File: src/rtl/rdp_pkg.sv
// Shared types and helpers for the RDP parity accumulator.
package rdp_pkg;

    // Accumulating beats, or presenting a finished stripe.
    typedef enum logic {
        ACC  = 1'b0,
        HOLD = 1'b1
    } rdp_state_e;

    // Parity word width: all slices of one beat side by side.
    function automatic int word_w(input int slices, input int data_width);
        return slices * data_width;
    endfunction

    // A programmed length of zero behaves as a single-beat stripe.
    function automatic int unsigned norm_len(input int unsigned len);
        return (len == 0) ? 32'd1 : len;
    endfunction

endpackage

File: src/rtl/rdp_xor_acc_lane.sv
// One W-bit XOR accumulator: load starts a new stripe, xor_en folds in a beat.
module rdp_xor_acc_lane
    import rdp_pkg::*;
#(
    parameter int W = 128
) (
    input  logic         clk,
    input  logic         reset_n,
    input  logic         load,
    input  logic         xor_en,
    input  logic [W-1:0] din,
    output logic [W-1:0] acc
);

    logic [W-1:0] acc_d;
    logic [W-1:0] acc_q;

    // Load wins over xor so a new stripe never mixes with stale state.
    always_comb begin
        acc_d = acc_q;
        if (load) begin
            acc_d = din;
        end else if (xor_en) begin
            acc_d = acc_q ^ din;
        end
    end

    // Accumulator register, cleared asynchronously.
    always_ff @(posedge clk or negedge reset_n) begin
        if (!reset_n) begin
            acc_q <= '0;
        end else begin
            acc_q <= acc_d;
        end
    end

    assign acc = acc_q;

endmodule

File: src/rtl/rdp_parity_accum.sv
// Accumulates k1/k2 parity beats into stripe P/Q and presents each stripe on valid/ready.
module rdp_parity_accum
    import rdp_pkg::*;
#(
    parameter int SLICES     = 4,
    parameter int DATA_WIDTH = 32,
    parameter int BEATS_W    = 8
) (
    input  logic                                   clk,
    input  logic                                   reset_n,
    input  logic [word_w(SLICES, DATA_WIDTH)-1:0]  t_k1_dat,
    input  logic [word_w(SLICES, DATA_WIDTH)-1:0]  t_k2_dat,
    input  logic                                   t_valid,
    input  logic                                   t_last,
    output logic                                   t_ready,
    input  logic [BEATS_W-1:0]                     cfg_len,
    output logic [word_w(SLICES, DATA_WIDTH)-1:0]  i_p_dat,
    output logic [word_w(SLICES, DATA_WIDTH)-1:0]  i_q_dat,
    output logic [BEATS_W-1:0]                     i_beats,
    output logic                                   i_short,
    output logic                                   i_valid,
    input  logic                                   i_ready
);

    localparam int W = word_w(SLICES, DATA_WIDTH);

    rdp_state_e         state_q, state_d;
    logic [BEATS_W-1:0] cnt_q, cnt_d;
    logic [BEATS_W-1:0] len_q, len_d;
    logic [W-1:0]       p_dat_q, p_dat_d;
    logic [W-1:0]       q_dat_q, q_dat_d;
    logic [BEATS_W-1:0] beats_q, beats_d;
    logic               short_q, short_d;

    logic               beat;
    logic               take;
    logic               first;
    logic               close;
    logic [BEATS_W-1:0] cur_len;
    logic [BEATS_W-1:0] cnt_new;
    logic [W-1:0]       acc_p;
    logic [W-1:0]       acc_q;
    logic [W-1:0]       p_fin;
    logic [W-1:0]       q_fin;

    // In HOLD the input is only accepted when the consumer frees the result slot.
    assign t_ready = (state_q == ACC) | i_ready;
    assign i_valid = (state_q == HOLD);
    assign beat    = t_valid & t_ready;
    assign take    = i_valid & i_ready;

    rdp_xor_acc_lane #(.W(W)) u_lane_p (
        .clk     (clk),
        .reset_n (reset_n),
        .load    (first),
        .xor_en  (beat & ~first),
        .din     (t_k1_dat),
        .acc     (acc_p)
    );

    rdp_xor_acc_lane #(.W(W)) u_lane_q (
        .clk     (clk),
        .reset_n (reset_n),
        .load    (first),
        .xor_en  (beat & ~first),
        .din     (t_k2_dat),
        .acc     (acc_q)
    );

    // Stripe bookkeeping: cnt is zero between stripes, so a zero count marks the first beat.
    always_comb begin
        first   = beat & (cnt_q == '0);
        cur_len = first ? BEATS_W'(norm_len(32'(cfg_len))) : len_q;
        cnt_new = first ? BEATS_W'(1) : cnt_q + BEATS_W'(1);
        close   = beat & ((cnt_new == cur_len) | t_last);
        p_fin   = first ? t_k1_dat : (acc_p ^ t_k1_dat);
        q_fin   = first ? t_k2_dat : (acc_q ^ t_k2_dat);

        state_d = state_q;
        cnt_d   = cnt_q;
        len_d   = first ? cur_len : len_q;
        p_dat_d = p_dat_q;
        q_dat_d = q_dat_q;
        beats_d = beats_q;
        short_d = short_q;

        if (take) begin
            state_d = ACC;
        end
        if (beat) begin
            cnt_d = cnt_new;
        end
        if (close) begin
            state_d = HOLD;
            cnt_d   = '0;
            p_dat_d = p_fin;
            q_dat_d = q_fin;
            beats_d = cnt_new;
            short_d = t_last & (cnt_new < cur_len);
        end
    end

    // FSM, counter, stripe length and registered result outputs.
    always_ff @(posedge clk or negedge reset_n) begin
        if (!reset_n) begin
            state_q <= ACC;
            cnt_q   <= '0;
            len_q   <= BEATS_W'(1);
            p_dat_q <= '0;
            q_dat_q <= '0;
            beats_q <= '0;
            short_q <= 1'b0;
        end else begin
            state_q <= state_d;
            cnt_q   <= cnt_d;
            len_q   <= len_d;
            p_dat_q <= p_dat_d;
            q_dat_q <= q_dat_d;
            beats_q <= beats_d;
            short_q <= short_d;
        end
    end

    assign i_p_dat = p_dat_q;
    assign i_q_dat = q_dat_q;
    assign i_beats = beats_q;
    assign i_short = short_q;

endmodule

File: config.mk
export PLATFORM = sky130hd
export DESIGN_NAME = rdp_parity_accum
export DESIGN_NICKNAME = d
export VERILOG_FILES = /design/src/rtl/rdp_pkg.sv /design/src/rtl/rdp_xor_acc_lane.sv /design/src/rtl/rdp_parity_accum.sv
export SDC_FILE = /design/constraint.sdc
export NUM_CORES = 1
export LEC_CHECK = 0
export ABC_AREA = 0
export BUFFER_PORTS_ARGS = -buffer_cell sky130_fd_sc_hd__buf_2
export CORE_MARGIN = 4
export CORE_UTILIZATION = 25
export DETAILED_ROUTE_END_ITERATION = 12
export GPL_TIMING_DRIVEN = 0
export PLACE_DENSITY_LB_ADDON = 0.3
export SETUP_SLACK_MARGIN = 0.05
export SLEW_MARGIN = 5
export SYNTH_ARGS = -nofsm -noshare
export SYNTH_HDL_FRONTEND = slang
export SYNTH_HIERARCHICAL = 1
export SYNTH_SLANG_ARGS = --single-unit
File: constraint.sdc
create_clock -name clk -period 5.5 [get_ports clk]
set_input_delay 0.825 -clock clk [delete_from_list [all_inputs] [get_ports clk]]
set_output_delay 0.825 -clock clk [all_outputs]
set_load 0.02 [all_outputs]
==> results of run 1 <==
-- through the flow --
step / std cells / hold WS (ps) / setup slack [ps] / setup TNS [ps] / cell area, um2
global placement: 5219 / 479 / -9240 / -5109980 / 36800
detailed placement: 5225 / 486 / -443 / -27990 / 37000
global route: 5359 / 125 / 112 / 0 / 39500
CTS: 5349 / 67.7 / 121 / 0 / 39400
finish: 5377 / 123 / 479 / 0 / 39500
floorplan: 3022 / 465 / 1980 / 0 / 32000
-- cells in the final DEF, fill, tap and decap left out, types with 74 or more instances in the layout --
cell type / n
clkbuf_1: 146
dfrtp_1: 537
or3_1: 252
nand4b_1: 252
o211a_1: 252
buf_2: 623
o21ai_0: 524
xor2_1: 259
clkbuf_16: 78
o31ai_2: 228
buf_6: 74
nor2b_1: 254
-- per-layer routing --
metal  track usage  up-vias
li1              -    12600
met1         0.240    14000
met2         0.300      762
met3        0.0505      169
met4        0.0614       24
met5             0        -
-- repair_timing --
| item | in CTS | in global routing |
|---|---|---|
| setup endpoints to repair | 238 | 143 |
| resized for setup | 1 | 5 |
| setup buffers | 0 | 2 |
| cloned | 0 | 0 |
-- cells in the mapped netlist (all sizes together), types with 2 or more instances --
cell,instances
and4b,4
o211a,252
nand2b,2
nor4,2
nand3,4
nand2,10
mux2,10
inv,22
or3,252
clkbuf,144
a21o,2
buf,173
nand4b,252
nand4,5
a22o,3
nor3,4
xnor2,3
dfrtp,537
o31ai,260
nor2,6
and2,2
nor2b,254
a221oi,4
nor3b,2
a21oi,4
xor2,259
ha,10
o21ai,533
-- power groups by stage --
stage | registers [mW] | logic (mW) | clock network (mW)
floorplan | 7.73 | 4.84 | 0
global placement | 7.05 | 8.31 | 0
detailed placement | 7.11 | 8.43 | 0
CTS | 7.06 | 8.48 | 5.19
global route | 7.32 | 9.18 | 5.34
finish | 7.06 | 8.39 | 5.02
-- state kept, by name (all words and copies together) (netlist names) --
register / cells
i_valid: 1
i_short: 1
u_lane_q/acc: 128
i_beats: 8
len_q: 8
u_lane_p/acc: 128
i_p_dat: 128
i_q_dat: 128
cnt_q: 8
-- logic make-up (layout without fill, tap and decap cells) --
family	Yosys count	after routing	synth area share
and+or+nand+nor	801	801	0.175
AOI/OAI and AO/OA	1062	1062	0.264
xor gates and xnor gates	262	262	0.0716
adders and majority gates	10	10	0.00391
DFF	538	538	0.420
buffers and inverters	339	1006	0.0612
muxes	10	10	0.00351
other	0	26	0
-- how the worst min path moves through the flow --
stage          slack (ps)                             to            startpoint  cells past startpoint
2_1_floorplan         470           len_q[0]$_DFFE_PN1P_  len_q[0]$_DFFE_PN1P_                      2
3_3_place_gp          480           len_q[0]$_DFFE_PN1P_  len_q[0]$_DFFE_PN1P_                      2
3_5_place_dp          490           len_q[7]$_DFFE_PN0P_  len_q[7]$_DFFE_PN0P_                      1
4_1_cts                70  u_lane_p/acc[122]$_DFFE_PN0P_               reset_n                      1
5_1_grt               120  u_lane_p/acc[122]$_DFFE_PN0P_               reset_n                      1
6_report              120  u_lane_p/acc[122]$_DFFE_PN0P_               reset_n                      1
-- area by class of cell --
| cell class | instances | area [um2] |
|---|---|---|
| antenna | 26 | 65.1 |
| buffer | 316 | 1890 |
| clock buffer | 104 | 2200 |
| clock inverter | 21 | 278 |
| fill | 13300 | 87800 |
| inverter | 22 | 86.3 |
| multi-input combinational | 2145 | 16600 |
| sequential | 538 | 13500 |
| tap | 1662 | 2080 |
| timing repair buffer | 543 | 2860 |
==> flow_summary.toml, run 1 <==
[layout]
area.growth.synth_to_final_pct = 23.4
fin_nets = 3918
final_layout_size_suffix_gt1_frac = 0.294
fin_util = 0.310

[clock_network]
cts_tree = "built"
cts_max_path_buffers = 3
numCtsBuffers = 73
cts.sinks = 538
htree_num_levels = 3
cts.clk_slew.worst_paths_ps = 70
hold_buffers = 0
root_buffer = "clkbuf_16"
clock_latency_ps = 660

[power]
ir_worst_vdd_v = 0.000214
clkPwrFrac = 0.245
p_per_area_nw_per_um2 = 518
p_comb_frac = 0.410
p_total_mw = 20.5
p_leak_nw = 17.4
sequentialPowerShare = 0.345
p_switching_mw = 8.12
swShare = 0.396
internal_power_mw = 12.4

[detailed_routing]
wl_met1_um = 56500
drt-total-wl_um = 128000
drtPass1Iterations = 5
met3WireLength_um = 8540
wl_per_cell_um = 23.8
wl_met2_um = 59500
top_layer_used = "met5"
drc_errors = 0
vias = 27500
drt-vias-per-instance = 5.12
drt-initial-drc-count = 1790
ant_nets = 0

[timing]
fin_crit_sh = 0.913
finalHoldViolations = 0
slew_violations = 0
skew_ps = 20.4
relSlewSlack = 0.138
period_needed_ps = 5020
setup_viol = 0
timing.fmax_mhz = 199
worst_slew_pin_slew_ps = 1290
grt_setup_unrepaired = "no"

[placement]
port-buffer-count = 535
hpwlAfterDp_um = 93100
place_congestion = 0.782

[floorplanning]
die_area_um2 = 134000
core-area_um2 = 127000
start_util = 0.252
io_pins = 536
die_w_um = 366
fp.dieH_um = 366
rows = 131

[yosys]
netlist_instances = 3022
synth_seq_cells = 538
syn-num-nets = 3301
synthFlopType = "dfrtp_1"
syn_avg_cell_area_um2 = 10.6
synth_top_area_cell = "dfrtp_1"
synth_cell_types = 42
ys_seq_area_frac = 0.420
synth.top_cell.area_share = 0.419
yosysWarnings = 6
netlist_area_um2 = 32000
ys_async_sr_fraction = 1.00
synth_edf_count = 0
synth_area_leaders = "dfrtp_1 (42%), o31ai_2 (8.9%), o21ai_0 (8.2%), o211a_1 (7.9%), xor2_1 (7.1%)"

[setup_path]
r2r_start = "cnt_q[3]$_DFFE_PN0P_"
criticalPathCategory = "register to register"
cp.depth = 12
start_kind = "register"
crit_required_ps = 6060
cp.buffers_inverters = 5
cp-startpoint = "cnt_q[3]$_DFFE_PN0P_"
cpMostUsedCell = "clkbuf_1"
crit_path_cell_trace = "clkdlybuf4s15_1, clkbuf_1, nand3_1, xor2_1, inv_1, ha_1, nand4_1, o21bai_1, nand2_1, clkbuf_2, clkbuf_1, o21ai_0"
max_stage_delay_ps = 680
reg2reg_slack_ps = 480
cpLargestDelayFamily = "buffers and inverters"
cp-endpoint = "i_q_dat[18]$_DFFE_PN0P_"
r2r_end = "i_q_dat[18]$_DFFE_PN0P_"
critPathMaxFanout = 10
cp-end-kind = "register"
arrival_ps = 5580
ff2ff_path_depth = 12
critPathSlowestCell = "clkdlybuf4s15_1"

[grt]
overflow = 0
grt_pass1_vias = 28000
grt_use_total = 0.186
antenna_found_initial = 46
grt_pass1_wl_um = 190000
grt_max_degree = 101

[run]
maxCapViolCount = 0

[run_status]
status = "complete, no violations"

[hold_path]
hp-class = "primary input to asynchronous set/reset pin"
No activity file was read; power rests on OpenSTA's default activity.
==> run 2: changes to the inputs <==
ABC_CLOCK_PERIOD_IN_PS = 5500   (was unset)
MAX_ROUTING_LAYER = met4   (was unset)
==> run 2 against run 1 <==
Effect of this change: first-iteration DRC count is 3.9% lower; final area hardly changed; global-route usage is 0.54 points higher.
==> flow_summary.toml, run 2 (same netlist as run 1, synthesis figures left out) <==
[detailed_routing]
vias = 27500
drtPass1Iterations = 5
ant_nets = 0
wl_per_cell_um = 23.8
drt-initial-drc-count = 1720
drt-vias-per-instance = 5.11
drc_errors = 0
drt-total-wl_um = 128000

[grt]
use_met3 = 0.0499
grt_pass1_vias = 28000
grt_max_degree = 101
grt_pass1_wl_um = 190000
overflow = 0
busiest_layer = "met2"
met1_usage = 0.240
antenna_found_initial = 46
grt_use_total = 0.191
met2_usage = 0.300

[layout]
layout_common_cells = "buf_2 (623), dfrtp_1 (537), o21ai_0 (524)"
final_layout_size_suffix_gt1_frac = 0.294
layout_commonest_cell = "buf_2"
fillCellCount = 13300
instances_no_fill = 5390
area.growth.synth_to_final_pct = 23.5
fin_nets = 3918
fin_util = 0.311

[run_status]
status = "complete, no violations"

[timing]
fin_hold_ws_ps = 122
period_needed_ps = 4960
fin_crit_sh = 0.902
slew_violations = 0
relSlewSlack = 0.143
timing.fmax_mhz = 202
grt_setup_unrepaired = "no"
worst_slew_pin_slew_ps = 1280
setup_viol = 0
skew_ps = 21.3
finalHoldViolations = 0

[power]
p_per_area_nw_per_um2 = 518
p_total_mw = 20.5
p_leak_nw = 17.4
ir_worst_vdd_v = 0.000214

[clock_network]
cts.clk_slew.worst_paths_ps = 70
clock_latency_ps = 670
root_buffer = "clkbuf_16"
htree_num_levels = 3
hold_buffers = 0
cts.sinks = 538
cts_tree = "built"
numCtsBuffers = 73
cts_max_path_buffers = 3

[floorplanning]
die_area_um2 = 134000
rows = 131
io_pins = 536
fp.dieH_um = 366
die_w_um = 366
start_util = 0.252
core-area_um2 = 127000

[setup_path]
critPathMaxFanout = 10
start_kind = "register"
crit_required_ps = 6060
arrival_ps = 5520
criticalPathCategory = "register to register"
cp-end-kind = "register"

[run]
maxCapViolCount = 0

[placement]
port-buffer-count = 535
hpwlAfterDp_um = 93100
place_congestion = 0.793
dp_cells = 5225

[hold_path]
hp-class = "primary input to asynchronous set/reset pin"
## run 2: power breakdown
part           internal [mW]  switching, mW
clock                   3.05           1.98
sequential              5.67           1.40
combinational           3.64           4.75
## run 2: path summary, 6_finish.rpt
| path | from | endpoint | slack, ps | cells past startpoint |
|---|---|---|---|---|
| max in group asynchronous | reset_n | i_p_dat[36]$_DFFE_PN0P_ | 3310 | 4 |
| min | reset_n | u_lane_p/acc[122]$_DFFE_PN0P_ | 120 | 1 |
| max reg2reg | cnt_q[3]$_DFFE_PN0P_ | i_q_dat[18]$_DFFE_PN0P_ | 540 | 12 |
| min reg2reg | len_q[6]$_DFFE_PN0P_ | len_q[6]$_DFFE_PN0P_ | 500 | 1 |
| min in group clk | t_k2_dat[125] | u_lane_q/acc[125]$_DFFE_PN0P_ | 440 | 3 |
| max | cnt_q[3]$_DFFE_PN0P_ | i_q_dat[18]$_DFFE_PN0P_ | 540 | 12 |
## run 2: stage by stage
step	instance area (um2)	TNS (ps)	worst slack [ps]
2_1_floorplan	32000	0	1980
3_3_place_gp	36800	-5109980	-9240
3_5_place_dp	37000	-27990	-443
4_1_cts	39400	0	121
5_1_grt	39600	0	113
6_report	39600	0	539
## run 2: per-layer routing
layer	vias up	share of wire
li1	12600	-
met1	14000	0.44
met2	792	0.47
met3	154	0.067
met4	0	0.024
met5	-	0
## run 2: worst max-delay path: stages, from the launching register on
cell and delay [ps]:
dfrtp_1 340, clkdlybuf4s15_1 680, clkbuf_1 620, nand3_1 170
xor2_1 330, inv_1 90, ha_1 280, nand4_1 150
o21bai_1 530, nand2_1 470, clkbuf_2 530, clkbuf_1 400
o21ai_0 260
## run 2: area by class of cell
| type | count | area [um2] | share of cell area |
|---|---|---|---|
| multi-input cells | 2145 | 16600 | 0.420 |
| flip-flops and latches | 538 | 13500 | 0.340 |
| repair buffers | 543 | 2860 | 0.0722 |
| clock buffers | 104 | 2200 | 0.0556 |
| well taps | 1662 | 2080 | 0.0525 |
| plain buffers | 316 | 1890 | 0.0478 |
| clock inverters | 21 | 278 | 0.00702 |
| diodes | 39 | 97.6 | 0.00247 |
| inverters | 22 | 86.3 | 0.00218 |
## run 2: timing repair
action	in CTS	in global routing
buffers inserted	0	2
gates resized for setup	1	5
setup endpoints to repair	238	143
